$ cat src/rtl/xor_stream_pkg.sv
// Shared constants and keystream helper for the XOR stream unit.
package xor_stream_pkg;

  localparam int unsigned WIDTH_D  = 8;
  localparam int unsigned LFSR_W_D = 16;
  localparam logic [15:0] TAPS_D   = 16'hB400;
  localparam logic [15:0] SEED_D   = 16'hACE1;

  // ks occupies the upper half, state the lower half of the packed result
  typedef struct packed {
    logic [63:0] ks;
    logic [63:0] state;
  } lfsr_res_t;

  // Step a Galois LFSR nsteps times, collecting the output bit of each step.
  function automatic lfsr_res_t lfsr_advance(input logic [63:0] state,
                                             input logic [63:0] taps,
                                             input int unsigned nsteps);
    lfsr_res_t   res;
    logic [63:0] s;
    logic        fb;
    res.ks = '0;
    s      = state;
    for (int unsigned i = 0; i < 64; i++) begin
      if (i < nsteps) begin
        fb        = s[0];
        res.ks[i] = fb;
        s         = (s >> 1) ^ (fb ? taps : 64'd0);
      end
    end
    res.state = s;
    return res;
  endfunction

endpackage

$ cat src/rtl/xor_keystream_gen.sv
// Galois LFSR keystream generator: presents one WIDTH-bit keystream word per state.
module xor_keystream_gen
  import xor_stream_pkg::*;
#(
  parameter int unsigned       WIDTH  = WIDTH_D,
  parameter int unsigned       LFSR_W = LFSR_W_D,
  parameter logic [LFSR_W-1:0] TAPS   = TAPS_D,
  parameter logic [LFSR_W-1:0] SEED   = SEED_D
) (
  input  logic              clk,
  input  logic              rst,
  input  logic              advance,
  input  logic              load,
  input  logic [LFSR_W-1:0] load_value,
  output logic [WIDTH-1:0]  ks
);

  logic [LFSR_W-1:0] state_q, state_d, state_next;

  // Keystream word and post-word state from the current state; the casts keep
  // only the live low bits of each 64-bit half.
  always_comb begin
    ks         = WIDTH'(lfsr_advance(64'(state_q), 64'(TAPS), WIDTH) >> 64);
    state_next = LFSR_W'(lfsr_advance(64'(state_q), 64'(TAPS), WIDTH));
  end

  // Load wins over advance; a zero seed would lock the LFSR, so SEED replaces it.
  always_comb begin
    state_d = state_q;
    if (load) begin
      state_d = (load_value == '0) ? SEED : load_value;
    end else if (advance) begin
      state_d = state_next;
    end
  end

  // LFSR state register.
  always_ff @(posedge clk or posedge rst) begin
    if (rst) begin
      state_q <= SEED;
    end else begin
      state_q <= state_d;
    end
  end

endmodule

$ cat src/rtl/xor_stream.sv
// Flow-controlled XOR scrambler/descrambler with a single registered output stage.
module xor_stream
  import xor_stream_pkg::*;
#(
  parameter int unsigned       WIDTH  = WIDTH_D,
  parameter int unsigned       LFSR_W = LFSR_W_D,
  parameter logic [LFSR_W-1:0] TAPS   = TAPS_D,
  parameter logic [LFSR_W-1:0] SEED   = SEED_D
) (
  input  logic              clk,
  input  logic              rst,
  input  logic              seed_load,
  input  logic [LFSR_W-1:0] seed,
  input  logic              bypass,
  input  logic              in_valid,
  output logic              in_ready,
  input  logic [WIDTH-1:0]  in_data,
  output logic              out_valid,
  input  logic              out_ready,
  output logic [WIDTH-1:0]  out_data,
  output logic [31:0]       word_cnt
);

  logic             accept;
  logic [WIDTH-1:0] ks;
  logic             out_valid_q, out_valid_d;
  logic [WIDTH-1:0] out_data_q, out_data_d;
  logic [31:0]      word_cnt_q, word_cnt_d;

  // Handshake: a seed load blocks input so the next word sees the new keystream.
  always_comb begin
    in_ready = !seed_load && (!out_valid_q || out_ready);
    accept   = in_valid && in_ready;
  end

  xor_keystream_gen #(
    .WIDTH (WIDTH),
    .LFSR_W(LFSR_W),
    .TAPS  (TAPS),
    .SEED  (SEED)
  ) u_keystream (
    .clk       (clk),
    .rst       (rst),
    .advance   (accept && !bypass),
    .load      (seed_load),
    .load_value(seed),
    .ks        (ks)
  );

  // Output stage and word counter next state.
  always_comb begin
    out_valid_d = out_valid_q;
    out_data_d  = out_data_q;
    word_cnt_d  = word_cnt_q;
    if (accept) begin
      out_valid_d = 1'b1;
      out_data_d  = bypass ? in_data : (in_data ^ ks);
    end else if (out_ready) begin
      out_valid_d = 1'b0;
    end
    if (seed_load) begin
      word_cnt_d = '0;
    end else if (accept) begin
      word_cnt_d = word_cnt_q + 32'd1;
    end
  end

  // Output register and counter state.
  always_ff @(posedge clk or posedge rst) begin
    if (rst) begin
      out_valid_q <= 1'b0;
      out_data_q  <= '0;
      word_cnt_q  <= '0;
    end else begin
      out_valid_q <= out_valid_d;
      out_data_q  <= out_data_d;
      word_cnt_q  <= word_cnt_d;
    end
  end

  assign out_valid = out_valid_q;
  assign out_data  = out_data_q;
  assign word_cnt  = word_cnt_q;

endmodule
$ cat config.mk
export PLATFORM = sky130hd
export DESIGN_NAME = xor_stream
export DESIGN_NICKNAME = d
export VERILOG_FILES = /design/src/rtl/xor_stream_pkg.sv /design/src/rtl/xor_keystream_gen.sv /design/src/rtl/xor_stream.sv
export SDC_FILE = /design/constraint.sdc
export NUM_CORES = 1
export LEC_CHECK = 0
export ABC_AREA = 1
export CAP_MARGIN = 25
export CORE_UTILIZATION = 49
export CTS_BUF_LIST = sky130_fd_sc_hd__clkbuf_8
export CTS_CLUSTER_DIAMETER = 80
export DETAILED_ROUTE_END_ITERATION = 6
export GPL_TIMING_DRIVEN = 0
export PLACE_DENSITY_LB_ADDON = 0.05
export RECOVER_POWER = 100
export SLEW_MARGIN = 30
export SYNTH_ARGS = -nofsm -noshare
export SYNTH_HDL_FRONTEND = slang
export SYNTH_SLANG_ARGS = --single-unit
$ cat constraint.sdc
create_clock -name clk -period 1.8 [get_ports clk]
set_clock_uncertainty 0.05 [all_clocks]
set_input_delay 0.36 -clock clk [delete_from_list [all_inputs] [get_ports clk]]
set_output_delay 0.36 -clock clk [all_outputs]
set_load 0.05 [all_outputs]
# After elaboration in Yosys (flattened, before gate mapping)
# Cells that the tools add are included.
totals:
  reg_bits: 57
  inputBits: 30
  out_inout_bits: 42
  wordCells: 41
classes:
  add_sub_neg: 1
  muxes: 16
  n_bitwise: 9
  reduce_logical: 11
ops:
  columns: ["cell", "count"]
  rows:
  - ["two-way mux 16 bit", 11]
  - ["two-way mux 32 bit", 2]
  - ["adder 32 x 1 -> 32 bit, second input constant", 1]
  - ["bitwise XOR 22 x 16 -> 22 bit", 1]
  - ["bitwise XOR 21 x 16 -> 21 bit", 1]
  - ["bitwise XOR 20 bit", 1]
  - ["bitwise XOR 19 bit", 1]
  - ["bitwise XOR 18 bit", 1]
  - ["bitwise XOR 17 bit", 1]
  - ["logical NOT 16 bit", 1]
  - ["bitwise XOR 15 x 16 -> 16 bit", 1]
  - ["bitwise XOR 16 bit", 1]
  - ["two-way mux 8 bit", 1]
  - ["bitwise XOR 8 bit", 1]
  - ["nonzero test 2 bit", 3]
  - ["logical AND 1 bit", 3]
  - ["logical NOT 1 bit", 3]
  - ["two-way mux 1 bit", 2]
  - ["logical OR 1 bit", 1]

# Longest topological paths before layout
# Gate-level depths: netlist (run 1).
depth:
  word_depth: 18
  ltp_mapped: 10

# By module
# A second synthesis (run 1) with hierarchy kept.
unflattened:
  hier_cells: 536
  area_unflattened_um2: 3639.7
modules_own_cells:
  columns: ["mod", "n_inst", "cells_each", "area_per_inst_um2", "seq_area_each_um2"]
  rows:
  - ["xor_stream", 1, 351, 2432.3, 1026.0]
  - ["xor_keystream_gen", 1, 185, 1207.4, 410.4]

# Worst setup path after synthesis (run 1)
# No wires, ideal clock.
synth_path:
  kind: "register to register"
  startpoint: "register word_cnt_q[0], in the netlist word_cnt[0]"
  endpoint: "register word_cnt_q[22], in the netlist word_cnt[22]"
  setup_time_ps: 113
  arrival_time_ps: 1700
  t_required_ps: 1637
  setup_slack_ps: -64
  stages_incl_launch_ff: 11
  synth_period_minus_slack_ps: 1864
  path_cell_list: "dfrtp_1 ha_1 nand2_2 nor2_4 nand2_1 nor2_8 nand2_2 nor2_2 nand2_1 nand2_1 inv_1"
synth_via:
  elab_chain_cells: 3
synth_lines:
  columns: ["item", "line", "source"]
  rows:
  - ["start, declared", "xor_stream.sv:28", "logic [31:0] word_cnt_q, word_cnt_d;"]
  - ["start signal, assigned", "xor_stream.sv:77", "word_cnt_q <= word_cnt_d;"]
  - ["adder 32 x 1 -> 32 bit", "xor_stream.sv:64", "word_cnt_d = word_cnt_q + 32'd1;"]
  - ["two-way mux 32 bit", "xor_stream.sv:63", "end else if (accept) begin"]
  - ["two-way mux 32 bit", "xor_stream.sv:61", "if (seed_load) begin"]
# No other way between the ends. The select of a mux whose other input is x is not followed.
# A chain may end at the register's enable or synchronous reset.

# Final worst setup path (run 1)
layout_path:
  startpoint: "register word_cnt_q[7], in the netlist word_cnt[7]"
  endpoint: "output word_cnt[7]"
layout_rtl:
  columns: ["item", "line", "source"]
  rows:
  - ["end, declared", "xor_stream.sv:21", "output logic [31:0] word_cnt"]
# No word-level cell between the ends.

==> results of run 1 <==
[sequential cells by signal, indices dropped and copies added (netlist names)]
| signal | flops |
|---|---|
| out_valid | 1 |
| u_keystream.state_q | 16 |
| out_data | 8 |
| word_cnt | 32 |
[layer usage]
| layer | wire (um) | part of all wire, % | track usage, % | vias to the layer above |
|---|---|---|---|---|
| met5 | 0 | 0 | 0 | - |
| met4 | 89 | 0.93 | 8.50 | 0 |
| met3 | 697 | 7.3 | 7.00 | 11 |
| met2 | 4260 | 44 | 39.9 | 135 |
| met1 | 4530 | 47 | 37.6 | 1664 |
| li1 | - | - | - | 1791 |
[cell usage after synthesis, drive strengths merged, types with 6 or more instances]
| cell type | count |
|---|---|
| nand3 | 27 |
| buf | 12 |
| nand4 | 13 |
| xor2 | 11 |
| dfrtp | 49 |
| nor2 | 94 |
| a21oi | 15 |
| nor3 | 9 |
| inv | 59 |
| nand2 | 167 |
| xnor2 | 6 |
| dfstp | 8 |
| o21ai | 22 |
[cells by family (layout without fill, tap and decap cells)]
family | after synthesis | count (layout) | synth area share (%)
buffers and inverters | 74 | 161 | 9.14
xor gates and xnor gates | 17 | 17 | 4.04
adders and majority gates | 1 | 1 | 0.340
DFF | 57 | 57 | 39.0
AOI/OAI and AO/OA | 49 | 49 | 7.71
and+or+nand+nor | 315 | 315 | 39.8
[how the worst max path moves through the flow]
stage                  from            to  slack, ns  depth (start not counted)
2_1_floorplan     seed_load      in_ready       0.01                          3
3_3_place_gp      seed_load      in_ready      -0.47                          4
3_5_place_dp      seed_load      in_ready      -0.45                          4
4_1_cts        word_cnt[21]  word_cnt[21]      0.003                          1
5_1_grt        word_cnt[24]  word_cnt[24]    0.00009                          1
6_report        word_cnt[7]   word_cnt[7]       0.04                          1
[per-stage QoR]
stage | setup WS (ns) | hold WS (ns) | utilization [%]
3_5_place_dp | -0.453 | 0.425 | 62.9
3_3_place_gp | -0.471 | 0.415 | 62.2
4_1_cts | 0.00263 | 0.277 | 65.0
5_1_grt | 0.0000936 | 0.278 | 64.2
2_1_floorplan | 0.0119 | 0.394 | -
6_report | 0.0379 | 0.279 | 64.2
[power by group]
group          internal, uW  total (uW)  switching [uW]
Clock                   741        1270             528
Combinational           266         739             474
Sequential             1390        1460            71.4
[area by class of cell]
type	count	area, um^2	area share (%)
plain buffers	13	95.1	2.04
flip-flops and latches	57	1440	30.9
multi-input cells	382	1870	40.2
inverters	60	234	5.03
repair buffers	72	683	14.7
clock inverters	4	42.5	0.914
clock buffers	12	165	3.55
well taps	99	124	2.66
[repair_timing]
action | 4_1_cts | 5_1_grt
resized for setup | 45 | 7
buffers inserted | 0 | 0
endpoints found under the setup margin | 42 | 6
hold buffers | 0 | 0
==> flow_metrics.tcl, run 1 <==
set metrics [dict create \
    yosys_warnings 0 \
    setup_violations 0 \
    finalPower_uw 3470 \
    portBuffers 70 \
    rr_startpoint "word_cnt[0]" \
    synth_top_cell_by_area "dfrtp_1" \
    path_buf_inv 1 \
    initial_core_util_pct 50.8 \
    fp.dieW_um 88.7 \
    clk_latency_ns 0.34 \
    cp_cell_sequence "clkdlybuf4s15_1" \
    finalCritPeriodShare_pct 97.9 \
    ys_seq_area_share_pct 39.0 \
    final_cell_mix "158 x nand2_1, 81 x nor2_1, 54 x inv_1" \
    powerDensity_mw_per_mm2 745 \
    rsz0062_at_grt "no" \
    grt_use_total_pct 26.7 \
    synth_cells 513 \
    path_class "reg -> out" \
    nets 626 \
    vias_per_cell 5.15 \
    grt_antenna_before_repair 0 \
    drt_first_pass_iters 4 \
    min_to "word_cnt[4]" \
    min_period_ns 1.76 \
    drv_slew 0 \
    cp_max_fo 6 \
    antenna_cells 0 \
    synthFlopType "dfrtp_1" \
    globalRoute.totalOverflow 0 \
    drive_above_1_share_pct 12.7 \
    syn_nets 544 \
    syn_area_mm2 0.00368 \
    core-area_mm2 0.00725 \
    area_growth_pct 26.4 \
    grt_max_degree 25 \
    cp.arrival_ns 1.35 \
    power_leakage_uw 0.00231 \
    drtAntennaViolNets 0 \
    cts_root_buf "clkbuf_8" \
    max_stage_delay_ns 0.54 \
    die-area_mm2 0.00787 \
    cp.required_ns 1.39 \
    finalInstanceArea_mm2 0.00465 \
    cts_buffer_depth 2 \
    die_h_um 88.7 \
    critPathTopFamily "buffers and inverters" \
    hpwl_mm 7.16 \
    worst_setup_path_start_kind "flip-flop" \
    cts_sinks 57 \
    htree_num_levels 3 \
    synthArstFlopShare_pct 100 \
    synth_top_area_share_pct 33.3 \
    max_freq_mhz 567 \
    worstHoldStart "seed_load" \
    post_drt_wl_per_cell_um 13.7 \
    worstMarginPinSlew_ns 0.854 \
    routed-via-count 3601 \
    ios 72 \
    synth.area.top_cells "dfrtp_1 33%, nand2_1 16%, nor2_1 8.2%" \
    ir_drop_mv 0.346 \
    finalHoldViolations 0 \
    maxCapViolCount 0 \
    num_rows 31 \
    dr.first_iter.drc_count 238 \
    r2r_slack_ns 0.21 \
    clk_pin_slew_ns 0.07 \
    synth_cell_types 44 \
    worstReg2RegEnd "word_cnt[30]" \
    place_congestion 0.891 \
    drc 0 \
    worstSetupEndpointType "output port" \
    holdPathStages 2 \
    fillers 691 \
    cts_tree "built" \
    numCtsBuffers 9 \
    dp.cells 684 \
    placed_area_mm2 0.00456 \
    maxSlewHeadroom_pct 42.8 \
    grt_pass1_vias 3345 \
    postSynthAreaPerCell_um2 7.18 \
    outcome "finished, final reports clean" \
    synth_edf_count 0 \
    hold_path_class "in -> reg" \
    reg2regPathDepth 10 \
    cpMaxStageDelayCell "clkdlybuf4s15_1" \
    final_common_cell "nand2_1" \
    setup-tns-final_ns 0 \
    ys_seq_elements 57 \
    drt_wl_total_mm 9.58 \
    grt_pass1_wl_mm 15.9 \
    final_cells 699 \
]
Power figures use the tool's default switching activity.
==> run 2, diff against run 1 <==
--- a/config.mk
+++ b/config.mk
@@ -7,11 +7,12 @@
 export LEC_CHECK = 0
 export ABC_AREA = 1
 export CAP_MARGIN = 25
-export CORE_UTILIZATION = 49
+export CORE_UTILIZATION = 54
 export CTS_BUF_LIST = sky130_fd_sc_hd__clkbuf_8
 export CTS_CLUSTER_DIAMETER = 80
 export DETAILED_ROUTE_END_ITERATION = 6
 export GPL_TIMING_DRIVEN = 0
+export HOLD_SLACK_MARGIN = 0.12
 export PLACE_DENSITY_LB_ADDON = 0.05
 export RECOVER_POWER = 100
 export SLEW_MARGIN = 30
==> constraint.sdc (replaced) <==
create_clock -name clk -period 2 [get_ports clk]
set_clock_uncertainty 0.05 [all_clocks]
set_input_delay 0.4 -clock clk [delete_from_list [all_inputs] [get_ports clk]]
set_output_delay 0.4 -clock clk [all_outputs]
set_load 0.05 [all_outputs]
==> flow_metrics.tcl, run 2 (same netlist as run 1, synthesis figures left out) <==
set metrics [dict create \
    outcome "complete, but fails checks" \
    violations "design-rule violations" \
    grt_pass1_wl_mm 16.4 \
    maxCapViolCount 0 \
    rsz0062_at_grt "no" \
    fp.dieW_um 84.6 \
    drtAntennaViolNets 0 \
    portBuffers 70 \
    reg2regPathDepth 8 \
    finalCritPeriodShare_pct 97.6 \
    min_period_ns 1.95 \
    worstSetupEndpointType "output port" \
    die-area_mm2 0.00715 \
    nets 625 \
    post_drt_wl_per_cell_um 14.1 \
    die_h_um 84.6 \
    vias_per_cell 5.39 \
    largest_reg_flops 32 \
    powerDensity_mw_per_mm2 656 \
    holdPathStages 3 \
    cts_sinks 57 \
    path_buf_inv 1 \
    place_congestion 0.912 \
    cts_tree "built" \
    htree_num_levels 3 \
    critPathTopFamily "buffers and inverters" \
    r2r_slack_ns 0.17 \
    cp.required_ns 1.55 \
    worstHoldStart "seed_load" \
    max_freq_mhz 512 \
    antenna_cells 0 \
    worstMarginPinSlew_ns 1.14 \
    whs_ns 0.312 \
    drt_wl_total_mm 9.55 \
    cp_cell_sequence "clkdlybuf4s50_1" \
    grt_antenna_before_repair 0 \
    ios 72 \
    ir_drop_mv 0.403 \
    rr_startpoint "word_cnt[0]" \
    numCtsBuffers 9 \
    cp_max_fo 2 \
    initial_core_util_pct 57.0 \
    cpMaxStageDelayCell "clkdlybuf4s50_1" \
    path_class "reg -> out" \
    num_rows 29 \
    area_growth_pct 22.9 \
    drc 4 \
    clk_pin_slew_ns 0.08 \
    hold_path_class "in -> reg" \
    finalHoldViolations 0 \
    post-cts-setup-buffers 0 \
    hpwl_mm 7.11 \
    routed-via-count 3643 \
    cts_buffer_depth 2 \
    min_to "u_keystream.state_q[10]" \
    final_cell_mix "161 x nand2_1, 81 x nor2_1, 52 x inv_1" \
    setup_violations 0 \
    worstReg2RegEnd "word_cnt[20]" \
    grt_max_degree 35 \
    drive_above_1_share_pct 11.9 \
    grt_use_total_pct 29.4 \
    worst_setup_path_start_kind "flip-flop" \
    max_stage_delay_ns 0.80 \
    maxSlewHeadroom_pct 23.7 \
    cp.arrival_ns 1.50 \
    drv_slew 0 \
    final_common_cell "nand2_1" \
    clk_latency_ns 0.34 \
    finalPower_uw 2970 \
    core-area_mm2 0.00646 \
    dr.first_iter.drc_count 321 \
    power_leakage_uw 0.00221 \
    drt_first_pass_iters 7 \
    grt_pass1_vias 3393 \
    postCtsHoldBufs 0 \
    globalRoute.totalOverflow 0 \
    cts_root_buf "clkbuf_8" \
]
[run 2: repair_timing]
item | CTS | global route
resized for setup | 30 | 6
setup endpoints to repair | 30 | 5
gates cloned | 0 | 0
[run 2: how the worst max path moves through the flow]
stage,startpoint,end,slack (ns),depth (start not counted)
after floorplan,seed_load,in_ready,0.13,3
after global placement,rst,word_cnt[23],-0.95,2
after detailed placement,seed_load,in_ready,-0.33,4
after CTS,out_ready,in_ready,0.003,4
after global routing,out_data[4],out_data[4],0.001,1
final,out_data[6],out_data[6],0.05,1
[run 2: layout make-up]
cell class / count / area, um^2
Fill cell: 572 / 1930
Inverter: 60 / 233
Tap cell: 77 / 96.3
Clock inverter: 6 / 43.8
Sequential cell: 57 / 1440
Multi-Input combinational cell: 382 / 1850
Buffer: 13 / 78.8
Timing Repair Buffer: 71 / 654
Clock buffer: 10 / 138
[run 2: per-stage QoR]
| step | util (%) | setup slack [ns] | std cells | setup TNS (ns) | instance area [um^2] |
|---|---|---|---|---|---|
| after floorplan | - | 0.132 | 513 | 0 | 3680 |
| after global placement | 69.4 | -0.952 | 660 | -50.29 | 4480 |
| after detailed placement | 69.7 | -0.325 | 661 | -0.325 | 4500 |
| after CTS | 71.9 | 0.00258 | 676 | 0 | 4640 |
| after global routing | 70.1 | 0.00135 | 676 | 0 | 4530 |
| final | 70.1 | 0.0487 | 676 | 0 | 4530 |
[run 2: metal layers]
| metal | global-route usage [%] | vias up | wire [um] |
|---|---|---|---|
| met5 | 0 | - | 0 |
| met4 | 11.7 | 0 | 221 |
| met3 | 5.11 | 21 | 716 |
| met2 | 44.1 | 167 | 4280 |
| met1 | 42.1 | 1675 | 4330 |
| li1 | - | 1780 | - |
[run 2: where the power goes]
group,internal [uW],total (uW),switching [uW]
logic,252,672,420
registers,1250,1310,64.8
clock network,482,986,504
[run 2: worst min-delay path, stage by stage]
cell and delay, ns:
buf_6 0.15, nand2_1 0.08, a21oi_1 0.06
==> run 3, diff against run 2 <==
--- a/config.mk
+++ b/config.mk
@@ -7,7 +7,9 @@
 export LEC_CHECK = 0
 export ABC_AREA = 1
 export CAP_MARGIN = 25
-export CORE_UTILIZATION = 54
+export CELL_PAD_IN_SITES_DETAIL_PLACEMENT = 0
+export CELL_PAD_IN_SITES_GLOBAL_PLACEMENT = 1
+export CORE_UTILIZATION = 38
 export CTS_BUF_LIST = sky130_fd_sc_hd__clkbuf_8
 export CTS_CLUSTER_DIAMETER = 80
 export DETAILED_ROUTE_END_ITERATION = 6
==> flow_metrics.tcl, run 3 (same netlist as run 1, synthesis figures left out) <==
set metrics [dict create \
    initial_core_util_pct 39.5 \
    largest_reg_flops 32 \
    postCtsHoldBufs 0 \
    cpMaxStageDelayCell "clkdlybuf4s50_1" \
    min_period_ns 1.96 \
    area_growth_pct 24.5 \
    grt_pass1_vias 3260 \
    worst_setup_path_start_kind "flip-flop" \
    drv_slew 0 \
    drt_first_pass_iters 4 \
    ir_drop_mv 0.363 \
    grt_pass1_wl_mm 17.0 \
    grt_antenna_before_repair 0 \
    htree_num_levels 3 \
    placed_area_mm2 0.00457 \
    max_freq_mhz 511 \
    path_buf_inv 1 \
    hold_path_class "in -> reg" \
    clk_pin_slew_ns 0.07 \
    portBuffers 70 \
    hpwl_mm 7.84 \
    cp.arrival_ns 1.51 \
    cts_tree "built" \
    dpl_worst_slack_ns -0.368 \
    worstMarginPinSlew_ns 1.05 \
    globalRoute.totalOverflow 0 \
    drive_above_1_share_pct 10.7 \
    outcome "finished, final reports clean" \
    cts_root_buf "clkbuf_8" \
    drtAntennaViolNets 0 \
    nets 625 \
    power_leakage_uw 0.00224 \
    finalInstanceArea_mm2 0.00458 \
    fillers 1022 \
    clk_latency_ns 0.34 \
    drc 0 \
    final_cells 727 \
    worst_slack_ns 0.0438 \
    finalHoldViolations 0 \
    num_rows 35 \
    worstSetupEndpointType "output port" \
    core-area_mm2 0.00933 \
    rsz0062_at_grt "no" \
    numCtsBuffers 9 \
    final_common_cell "nand2_1" \
    powerDensity_mw_per_mm2 676 \
    setup_violations 0 \
    dp.cells 713 \
    fp.dieW_um 100 \
    grt_max_degree 34 \
    cp_max_fo 2 \
    cp_cell_sequence "clkdlybuf4s50_1" \
    final_util_pct 49.1 \
    max_stage_delay_ns 0.81 \
    grt_use_total_pct 22.3 \
    post_drt_wl_per_cell_um 14.5 \
    path_class "reg -> out" \
    cts_sinks 57 \
    place_congestion 0.831 \
    finalCritPeriodShare_pct 97.8 \
    final_cell_mix "160 x nand2_1, 83 x nor2_1, 55 x inv_1" \
    ios 72 \
    vias_per_cell 4.87 \
    critPathTopFamily "buffers and inverters" \
    die_h_um 100 \
    cp.required_ns 1.55 \
    die-area_mm2 0.0101 \
    routed-via-count 3537 \
    dr.first_iter.drc_count 170 \
    maxCapViolCount 0 \
    maxSlewHeadroom_pct 30.2 \
    antenna_cells 0 \
    cts_buffer_depth 2 \
    drt_wl_total_mm 10.5 \
]
-- run 3: changes by cell type in the layout (fill, tap and decap cells not counted), moves of 2 or more --
cell / change
nor2_2: -2
nor2_1: +2
clkinvlp_4: -4
inv_1: +3
-- run 3: power by group --
group	total, uW	internal (uW)	switching (uW)
combinational	672	245	427
clock	1110	628	484
sequential	1320	1250	69.1
-- run 3: metrics by stage --
step	TNS (ns)	hold WS (ns)	power (uW)
floorplan	0	0.423	1790
global placement	-56.60	0.417	2020
detailed placement	-0.486	0.433	2040
CTS	0	0.311	3150
finish	0	0.323	3100
global route	0	0.325	3240
-- run 3: per-layer routing --
layer / GRT usage [%] / vias up / part of all wire [%]
met2: 33.8 / 80 / 44
met4: 4.79 / 0 / 0.52
li1: - / 1786 / -
met1: 33.3 / 1662 / 51
met5: 0 / - / 0
met3: 3.76 / 9 / 4.4
-- run 3: path summary, 6_finish.rpt --
path / startpoint / cells past startpoint / slack, ns / to
max reg2reg: word_cnt[0] / 10 / 0.26 / word_cnt[30]
min reg2reg: out_data[2] / 2 / 0.44 / out_data[2]
min: seed_load / 3 / 0.32 / u_keystream.state_q[10]
max in group asynchronous: rst / 3 / 0.28 / u_keystream.state_q[7]
max: out_data[1] / 1 / 0.04 / out_data[1]
min in group asynchronous: rst / 2 / 0.71 / out_data[4]
-- run 3: what timing repair did --
item | in CTS | in global routing
endpoints found under the setup margin | 30 | 6
gates resized for setup | 30 | 6
setup buffers | 0 | 0
-- run 3: final cells by class --
cell class | count | area [um^2] | share of cell area [%]
flip-flops and latches | 57 | 1440 | 31.3
plain buffers | 13 | 78.8 | 1.72
clock inverters | 4 | 43.8 | 0.956
multi-input cells | 382 | 1840 | 40.0
clock buffers | 11 | 151 | 3.30
inverters | 60 | 231 | 5.05
well taps | 129 | 161 | 3.52
repair buffers | 71 | 644 | 14.1
==> variant, RTL diff (settings of run 3) <==
`out_data_q` no longer has a reset.
--- a/src/rtl/xor_stream.sv
+++ b/src/rtl/xor_stream.sv
@@ -69,13 +69,15 @@
   always_ff @(posedge clk or posedge rst) begin
     if (rst) begin
       out_valid_q <= 1'b0;
-      out_data_q  <= '0;
       word_cnt_q  <= '0;
     end else begin
       out_valid_q <= out_valid_d;
-      out_data_q  <= out_data_d;
       word_cnt_q  <= word_cnt_d;
     end
+  end
+
+  always_ff @(posedge clk) begin
+    out_data_q <= out_data_d;
   end
 
   assign out_valid = out_valid_q;
Behaviour: not the same (Yosys sat finds a counterexample within 4 cycles, from zero or initial values and one cycle with rst high).
==> variant against run 3 <==
Synthesized cell count fell by 1.6%. The run now ends with design-rule violations left. Critical path type is now in2out. Sequential cell count did not move. Register-to-register slack improved by 0.03 ns. Largest cell class unchanged. Synthesized area fell by 4.2%. Setup slack got worse by 0.011 ns. Wire length fell by 9.3%. Count of clock-buffer cells in the layout fell by 2. Cell area fell by 1.2%. Total power rose by 2.8%. Maximum frequency fell by 0.57%. Core utilization rose by 2.0 points. Final cell count fell by 3.9%.
==> variant: results (changes against run 3) <==
[critical_path]
max_stage_delay_ns=0.45  ; -0.36 ns
startpoint=out_ready
reg2regPathDepth=8  ; -2
worstSetupEndpoint=in_ready
crit_fanout=3  ; +1
regToRegEndpoint=word_cnt[12]$_DFFE_PP0P_
rrSetupSlack_ns=0.29  ; +0.03 ns

[layout]
nets=617  ; -1.3%
drive_above_1_share_pct=7.953  ; -2.7 points

[global_route]
use_met2_pct=32.02  ; -1.8 points
grt_pass1_wl_mm=16.54  ; -2.6%
met3_usage_pct=3.722  ; -0.038 points
grt.total_usage_pct=22.02  ; -0.32 points
grt_pass1_vias=3315  ; +1.7%
grt_start_max_net_pins=31  ; -8.8%

[route]
dr_wl_met3_um=532  ; +16%
met1_length_mm=4.940  ; -8.6%
vias=3361  ; -5.0%
dr.pass1.iters=7  ; +3
dr_wl_met2_mm=4.001  ; -13%
totalWireLength_mm=9.563  ; -9.3%
drc=7  ; +7
drt_iter0_drc=184  ; +8.2%

[placed_design]
hpwl_mm=7.279  ; -7.1%
gp_congestion=0.8542  ; +2.8%
dp.cells=684  ; -4.1%
place_ws_ns=-0.5865  ; -0.2181 ns

[outcome]
failed_checks=design-rule violations
status=finished, violations left

[synth]
async_flop_share_pct=85.96  ; -14 points
synthDistinctLibCells=38  ; -14%
yosysSeqAreaShare_pct=41.84  ; +2.8 points
synthCells=505  ; -1.6%
netlist_top_cells_area=dfrtp_1, nand2_1, nor2_1, inv_1, edfxtp_1
synth_enable_flop_cells=8  ; +8
synth_nets=536  ; -1.5%
synthTopCellsByCount=nand2_1, nor2_1, inv_1

[min_path]
hold-path-cell-count=2  ; -1
min_to=word_cnt[2]$_DFFE_PP0P_

[sta]
slew_headroom_pct=36.12  ; +5.9 points
fin_crit_ns=1.967  ; +0.01116 ns

[pwr]
p_leak_uw=0.002255  ; +0.57%
p_switching_uw=888.5  ; -9.3%
ir_worst_vdd_mv=0.3522  ; -2.9%

[cts]
cts_max_level=3  ; unchanged

==> variant: repair_timing <==
action | in CTS | in global routing
pin swaps | 0 | 0
endpoints found under the setup margin | 31 | 2
hold endpoints to repair | 0 | 0
gates cloned | 0 | 0
resized for setup | 33 | 2
==> variant: per-stage QoR <==
stage	area [um2]	hold WS, ns	power, uW
5_1_grt	4527	0.3160	3348
4_1_cts	4579	0.2978	3220
6_report	4527	0.3037	3187
3_3_place_gp	4364	0.4148	1899
3_5_place_dp	4387	0.4156	1914
2_1_floorplan	3528	0.4047	1712
==> variant: cell type report <==
class	count	area, um2
Inverter	70	266.5
Fill cell	947	4322
Sequential cell	57	1476
Multi-Input combinational cell	366	1688
Clock inverter	7	108.9
Clock buffer	9	123.9
Buffer	11	68.82
Tap cell	108	135.1
Timing Repair Buffer	71	659.4
==> variant: cell families (layout without fill, tap and decap cells) <==
group / Yosys count / after routing / share of synthesized area, %
buffers and inverters: 82 / 168 / 9.574
multiplexers: 2 / 2 / 0.5674
adder cells (fa/ha/maj): 1 / 1 / 0.3546
AND/OR/NAND/NOR: 298 / 298 / 36.06
AO/OA/AOI/OAI: 48 / 48 / 7.376
XOR/XNOR: 17 / 17 / 4.220
flip-flops: 57 / 57 / 41.84
==> variant: power by group through the flow <==
stage               Clock (uW)  Sequential, uW  Combinational, uW
detailed placement           0            1330                580
finish                    1310            1310                566
floorplan                    0            1380                332
global placement             0            1330                566
global route              1390            1320                632
CTS                       1330            1310                580
==> variant: worst reg2reg max path, delay by kind of cell (launching register included) <==
kind / cells / cell delay [ns]
compound gates: 1 / 0.16
buf+inv: 1 / 0.05
fa+ha+maj: 1 / 0.19
simple gates: 5 / 0.76
flops: 1 / 0.40
